$ cat src/rtl/pair_sequencer.sv
// All-pairs (i,j) issue sequencer for an N-body acceleration pipeline, with a matching tag delay line.
// Build option: define PAIR_SKIP_SELF_EN to drop i==j pairs from the sweep.
module pair_sequencer #(
  parameter int BODIES          = 512,
  parameter int BODY_ADDR_WIDTH = $clog2(BODIES),
  parameter int PIPE_DEPTH      = 124
) (
  input  logic                       clk,
  input  logic                       rst,
  input  logic                       start,
  input  logic                       abort,
  input  logic [BODY_ADDR_WIDTH:0]   num_bodies,
  output logic [BODY_ADDR_WIDTH-1:0] rd_i,
  output logic [BODY_ADDR_WIDTH-1:0] rd_j,
  output logic                       issue_valid,
  output logic [BODY_ADDR_WIDTH-1:0] tag_i,
  output logic [BODY_ADDR_WIDTH-1:0] tag_j,
  output logic                       tag_valid,
  output logic                       tag_first,
  output logic                       tag_last,
  output logic                       tag_self,
  output logic                       busy,
  output logic                       done
);

  localparam int          AW    = BODY_ADDR_WIDTH;
  localparam int unsigned DEPTH = PIPE_DEPTH;

`ifdef PAIR_SKIP_SELF_EN
  localparam logic SKIP_SELF = 1'b1;
`else
  localparam logic SKIP_SELF = 1'b0;
`endif

  typedef enum logic [1:0] {
    IDLE,
    ISSUE,
    DRAIN
  } state_t;

  typedef struct packed {
    logic          valid;
    logic [AW-1:0] i;
    logic [AW-1:0] j;
    logic          first;
    logic          last;
    logic          self_pair;
    logic          final_pair;
  } tag_t;

  state_t        state;
  state_t        state_nxt;
  logic [AW:0]   n_lat;
  logic [AW:0]   n_nxt;
  logic [AW-1:0] i_nxt;
  logic [AW-1:0] j_nxt;
  logic          iv_nxt;
  logic          done_zero_nxt;
  logic          done_q;

  logic [AW:0]   n_clamp;
  logic [AW:0]   i_ext;
  logic [AW:0]   j_ext;
  logic [AW:0]   j_inc;
  logic [AW:0]   j_step;
  logic          row_end;
  logic          sweep_end;
  logic          no_pairs;

  tag_t          pipe [DEPTH];
  tag_t          pipe_in;
  tag_t          last_in;

  assign n_clamp  = (num_bodies > (AW+1)'(BODIES)) ? (AW+1)'(BODIES) : num_bodies;
  assign no_pairs = (n_clamp == '0) || (SKIP_SELF && (n_clamp == (AW+1)'(1)));

  // rd_i/rd_j double as the pair counters; the successor pair is derived from them.
  assign i_ext     = {1'b0, rd_i};
  assign j_ext     = {1'b0, rd_j};
  assign j_inc     = j_ext + 1'b1;
  assign j_step    = (SKIP_SELF && (j_inc == i_ext)) ? j_inc + 1'b1 : j_inc;
  assign row_end   = (j_step >= n_lat);
  assign sweep_end = row_end && ((i_ext + 1'b1) >= n_lat);

  always_comb begin
    pipe_in = '0;
    if (issue_valid) begin
      pipe_in.valid      = 1'b1;
      pipe_in.i          = rd_i;
      pipe_in.j          = rd_j;
      // Skipping self pairs moves the first pair of row 0 to j==1.
      pipe_in.first      = ((rd_j == '0) && !(SKIP_SELF && (rd_i == '0))) ||
                           (SKIP_SELF && (rd_i == '0) && (rd_j == AW'(1)));
      pipe_in.last       = row_end;
      pipe_in.self_pair  = !SKIP_SELF && (rd_i == rd_j);
      pipe_in.final_pair = sweep_end;
    end
  end

  always_comb begin
    state_nxt     = state;
    n_nxt         = n_lat;
    i_nxt         = rd_i;
    j_nxt         = rd_j;
    iv_nxt        = 1'b0;
    done_zero_nxt = 1'b0;
    case (state)
      IDLE: begin
        if (start) begin
          n_nxt = n_clamp;
          i_nxt = '0;
          j_nxt = '0;
          if (no_pairs) begin
            done_zero_nxt = 1'b1;
          end else begin
            state_nxt = ISSUE;
            iv_nxt    = 1'b1;
            j_nxt     = SKIP_SELF ? AW'(1) : '0;
          end
        end
      end
      ISSUE: begin
        if (sweep_end) begin
          state_nxt = DRAIN;
          i_nxt     = '0;
          j_nxt     = '0;
        end else begin
          iv_nxt = 1'b1;
          if (row_end) begin
            i_nxt = rd_i + 1'b1;
            j_nxt = '0;
          end else begin
            j_nxt = j_step[AW-1:0];
          end
        end
      end
      DRAIN: begin
        if (pipe[DEPTH-1].valid && pipe[DEPTH-1].final_pair) begin
          state_nxt = IDLE;
        end
      end
      default: state_nxt = IDLE;
    endcase
    if (abort) begin
      state_nxt     = IDLE;
      iv_nxt        = 1'b0;
      i_nxt         = '0;
      j_nxt         = '0;
      done_zero_nxt = 1'b0;
    end
  end

  always_ff @(posedge clk or posedge rst) begin
    if (rst) begin
      state       <= IDLE;
      n_lat       <= '0;
      rd_i        <= '0;
      rd_j        <= '0;
      issue_valid <= 1'b0;
    end else begin
      state       <= state_nxt;
      n_lat       <= n_nxt;
      rd_i        <= i_nxt;
      rd_j        <= j_nxt;
      issue_valid <= iv_nxt;
    end
  end

  if (PIPE_DEPTH > 1) begin : g_last_in
    assign last_in = pipe[DEPTH-2];
  end else begin : g_last_in_direct
    assign last_in = pipe_in;
  end

  always_ff @(posedge clk or posedge rst) begin
    if (rst) begin
      for (int unsigned k = 0; k < DEPTH; k++) pipe[k] <= '0;
    end else if (abort) begin
      for (int unsigned k = 0; k < DEPTH; k++) pipe[k] <= '0;
    end else begin
      pipe[0] <= pipe_in;
      for (int unsigned k = 1; k < DEPTH; k++) pipe[k] <= pipe[k-1];
    end
  end

  // done is registered from the entry about to reach the last stage so it lines up with the final tag.
  always_ff @(posedge clk or posedge rst) begin
    if (rst) begin
      done_q <= 1'b0;
    end else begin
      done_q <= done_zero_nxt || (!abort && last_in.valid && last_in.final_pair);
    end
  end

  assign tag_valid = pipe[DEPTH-1].valid;
  assign tag_i     = pipe[DEPTH-1].i;
  assign tag_j     = pipe[DEPTH-1].j;
  assign tag_first = pipe[DEPTH-1].first;
  assign tag_last  = pipe[DEPTH-1].last;
  assign tag_self  = pipe[DEPTH-1].self_pair;
  assign busy      = (state != IDLE);
  assign done      = done_q;

endmodule

$ cat config.mk
export PLATFORM = sky130hd
export DESIGN_NAME = pair_sequencer
export DESIGN_NICKNAME = d
export VERILOG_FILES = /design/src/rtl/pair_sequencer.sv
export SDC_FILE = /design/constraint.sdc
export NUM_CORES = 2
export LEC_CHECK = 0
export CORE_ASPECT_RATIO = 1.4
export CORE_MARGIN = 5
export CORE_UTILIZATION = 50
export CTS_BUF_LIST = sky130_fd_sc_hd__clkbuf_4 sky130_fd_sc_hd__clkbuf_8
export DETAILED_ROUTE_END_ITERATION = 16
export PLACE_DENSITY = 0.63
export SLEW_MARGIN = 20
export SYNTH_ARGS = -nofsm -noshare
export SYNTH_HDL_FRONTEND = slang
export SYNTH_SLANG_ARGS = --single-unit
export TNS_END_PERCENT = 50
$ cat constraint.sdc
create_clock -name clk -period 159.5 [get_ports clk]
set_input_delay 23.925 -clock clk [delete_from_list [all_inputs] [get_ports clk]]
set_output_delay 23.925 -clock clk [all_outputs]
set_load 0.02 [all_outputs]
==> impl_metrics.csv <==
group,metric,value,unit
route,highest_layer,"met4",
route,wl_met2,52.1,mm
floorplanning,start_util,0.501,
sta,fmax,0.0353,GHz
sta,fin_crit,28.34,ns
cts,cts.repair.resized,0,
cells_and_area,fin_util,0.565,
sta,worstMarginPinSlew,1.12,ns
logic_synthesis,syn_area,92800,µm²
pwr,p_seq_frac,0.536,
logic_synthesis,ys_seq_area_frac,0.778,
sta,skew,0.0562,ns
global_routing,grt_max_degree,259,
cts,cts_tree,"done",
cells_and_area,num-nets-final,6501,
floorplanning,die_w,374,µm
sta,maxSlewHeadroom,0.251,
worst_setup_path,cp-start-kind,"input port",
sta,setup_viol,0,
worst_setup_path,criticalPathCategory,"input port to async pin",
logic_synthesis,ys_types,48,
route,wl_per_cell,13.0,µm
pwr,p_sw_frac,0.210,
logic_synthesis,avgSynthCellArea,14.8,µm²
global_routing,grt_use_total,0.128,
global_routing,grt_pass1_vias,44100,
cts,postCtsSetupBuffers,0,
route,via_per_inst,4.50,
cts,clkLatencyLatePin,1.00,ns
sta,fin_setup_tns,0,ns
worst_setup_path,cp_max_fo,185,
sta,min_period_over_period,0.178,
placement,place_ws,129.48,ns
cells_and_area,drive_above_1_share,0.118,
route,drt-total-wl,120,mm
pwr,p_switching,288,µW
pwr,clkPwrFrac,0.443,
pwr,internal_power,1.08,mW
cts,cts-root-buf,"clkbuf_8",
logic_synthesis,yosysWarnings,0,
route,drc_errors,0,
worst_setup_path,critical_path_required,160.52,ns
sta,slew_violations,0,
floorplanning,io_pins,57,
cells_and_area,syn_to_final_growth,12.7,%
global_routing,grt_pass1_wl,216,mm
floorplanning,dieArea,194000,µm²
route,drt-pass1-iter-count,4,
pwr,p_leak,52.7,nW
pwr,combPwrFrac,0.021,
placement,place.gp.congestion,0.733,
cts,h-tree-depth,5,
flow_run,drv_cap,0,
sta,rsz0062_at_grt,"no",
cts,cts_buffers,423,
sta,holdWs,0.412,ns
route,drt_iter0_markers,2454,
route,drt-met1-wl,59.4,mm
route,antenna_left,0,
floorplanning,die_h,520,µm
status,status,"complete, no violations",
route,met3_wirelength,5.00,mm
placement,post-dp-hpwl,53.3,mm
cts,hold_buffers,0,
pwr,power.density,13.1,nW/µm²
worst_setup_path,cp-end-kind,"async pin",
global_routing,overflow,0,
floorplanning,core,185000,µm²
logic_synthesis,synthCells,6273,
global_routing,antenna_found_initial,2,
cts,cts.path.max_buffers,4,
worst_hold_path,hold_path.class,"register to register",
floorplanning,num_rows,187,
pwr,ir_drop,8.86,µV
worst_setup_path,arrival,29.36,ns
logic_synthesis,synth_fp_nets,6310,
cts,clkTransAtPathRegs,0.07,ns
placement,port_buffers,56,
logic_synthesis,ys_seq_elements,2884,
sta,finalHoldViolations,0,
route,routed-via-count,41500,
sta,setup_ws,131.16,ns
cts,clkSinkCount,2884,
## critical path: stages
cell and delay [ns]:
clkdlybuf4s50_1 0.52, inv_8 0.56, buf_4 0.88, buf_12 0.68, buf_4 0.82, buf_4 0.80, buf_6 0.70
## routing by layer
| layer | vias to the layer above | global-route usage |
|---|---|---|
| li1 | 19300 | - |
| met1 | 21300 | 0.193 |
| met2 | 558 | 0.183 |
| met3 | 263 | 0.0335 |
| met4 | 0 | 0.0473 |
| met5 | - | 0 |
## state kept, by name, summed over array words and instances (netlist names)
name / count
rd_i: 9
pipe: 2807
tag_j: 9
rd_j: 9
tag_self: 1
state: 2
n_lat: 10
tag_i: 9
issue_valid: 1
last_in: 23
tag_first: 1
tag_valid: 1
tag_last: 1
done: 1
## cells in the final DEF (no fill, tap or decap), types with 12 or more instances in the layout
| master | synthesis | routed |
|---|---|---|
| nor2b_1 | 2830 | 2830 |
| nand3_1 | 12 | 12 |
| a22o_1 | 12 | 12 |
| buf_4 | 18 | 41 |
| inv_1 | 15 | 14 |
| clkbuf_8 | 0 | 551 |
| clkbuf_4 | 0 | 109 |
| ha_1 | 23 | 23 |
| clkinv_2 | 0 | 45 |
| xnor2_1 | 15 | 15 |
| nor2_1 | 18 | 18 |
| and2_1 | 18 | 18 |
| dfrtp_1 | 2884 | 2884 |
| clkdlybuf4s50_1 | 0 | 55 |
| nand2_1 | 17 | 17 |
## cell usage after synthesis, drive strengths merged
master  number  area, µm²
nand4        5       37.5
o21bai       1       18.8
a21o         1       7.51
a21oi       10       50.1
o21a         1       7.51
or3b         1       8.76
nand2b       8       50.1
o22ai        1       12.5
or4          1       11.3
nand3b       3       22.5
xnor2       15        131
or2          3       21.3
nor3         7       46.3
o21ai        6       30.0
and3         2       12.5
and2        18        113
a211oi       3       27.5
a211o        1       8.76
mux2         2       22.5
a41oi        1       16.3
buf         27        186
inv         15       56.3
nor3b        1       7.51
ha          23        288
or3          1       11.3
nand2       17       63.8
nor2        20       93.8
xor2         6       52.6
o211ai       2       15.0
a31oi        4       25.0
clkbuf     319       1200
dfrtp     2884      72200
a32oi        1       8.76
and4b        1       10.0
nand3       12       60.1
a32o         4       40.0
nor2b     2830      17700
o31ai        1       12.5
a22o        12        105
nor4         3       18.8
## worst paths after layout
| path | slack (ns) | start | cells past startpoint | endpoint |
|---|---|---|---|---|
| min in group asynchronous | 23.54 | rst | 2 | pipe[695]$_DFF_PP0_ |
| min | 0.41 | pipe[2525]$_DFF_PP0_ | 1 | pipe[2502]$_DFF_PP0_ |
| min reg2reg | 0.41 | pipe[2525]$_DFF_PP0_ | 1 | pipe[2502]$_DFF_PP0_ |
| max in group clk | 131.75 | abort | 7 | pipe[2132]$_DFF_PP0_ |
| max | 131.16 | rst | 7 | pipe[1306]$_DFF_PP0_ |
| max reg2reg | 156.01 | rd_i[0]$_DFFE_PP0P_ | 12 | rd_i[2]$_DFFE_PP0P_ |
## area by class of cell
type,instances,area (µm²)
multi-input combinational,3028,19200
tap,2457,3070
inverter,15,63.8
clock buffer,660,8400
antenna,2,5.00
sequential,2884,72200
fill,14500,80500
timing repair buffer,112,1170
clock inverter,62,518
## kinds of logic (layout without fill, tap and decap cells)
logic type / Yosys count / count (layout) / synth area share
compound gates: 49 / 49 / 0.00415
xor+xnor: 21 / 21 / 0.00198
fa+ha+maj: 23 / 23 / 0.00310
buf+inv: 361 / 849 / 0.0155
flops: 2884 / 2884 / 0.778
mux: 2 / 2 / 0.000243
other cells: 0 / 2 / 0
simple gates: 2933 / 2933 / 0.197
## power groups by stage
| stage | sequential, mW | combinational, mW | clock, mW |
|---|---|---|---|
| 2_1_floorplan | 0.750 | 0.0230 | 0 |
| 3_3_place_gp | 0.746 | 0.0302 | 0 |
| 3_5_place_dp | 0.746 | 0.0310 | 0 |
| 4_1_cts | 0.733 | 0.0310 | 0.631 |
| 6_report | 0.733 | 0.0294 | 0.605 |
| 5_1_grt | 0.732 | 0.0350 | 0.663 |
## metrics by stage
step / total power [mW] / area [µm²] / instances
3_5_place_dp: 0.777 / 95600 / 8494
6_report: 1.37 / 105000 / 9220
2_1_floorplan: 0.773 / 92800 / 6273
3_3_place_gp: 0.776 / 95600 / 8494
5_1_grt: 1.43 / 105000 / 9220
4_1_cts: 1.39 / 105000 / 9216
Note: power is estimated with default switching activity, not from simulation.
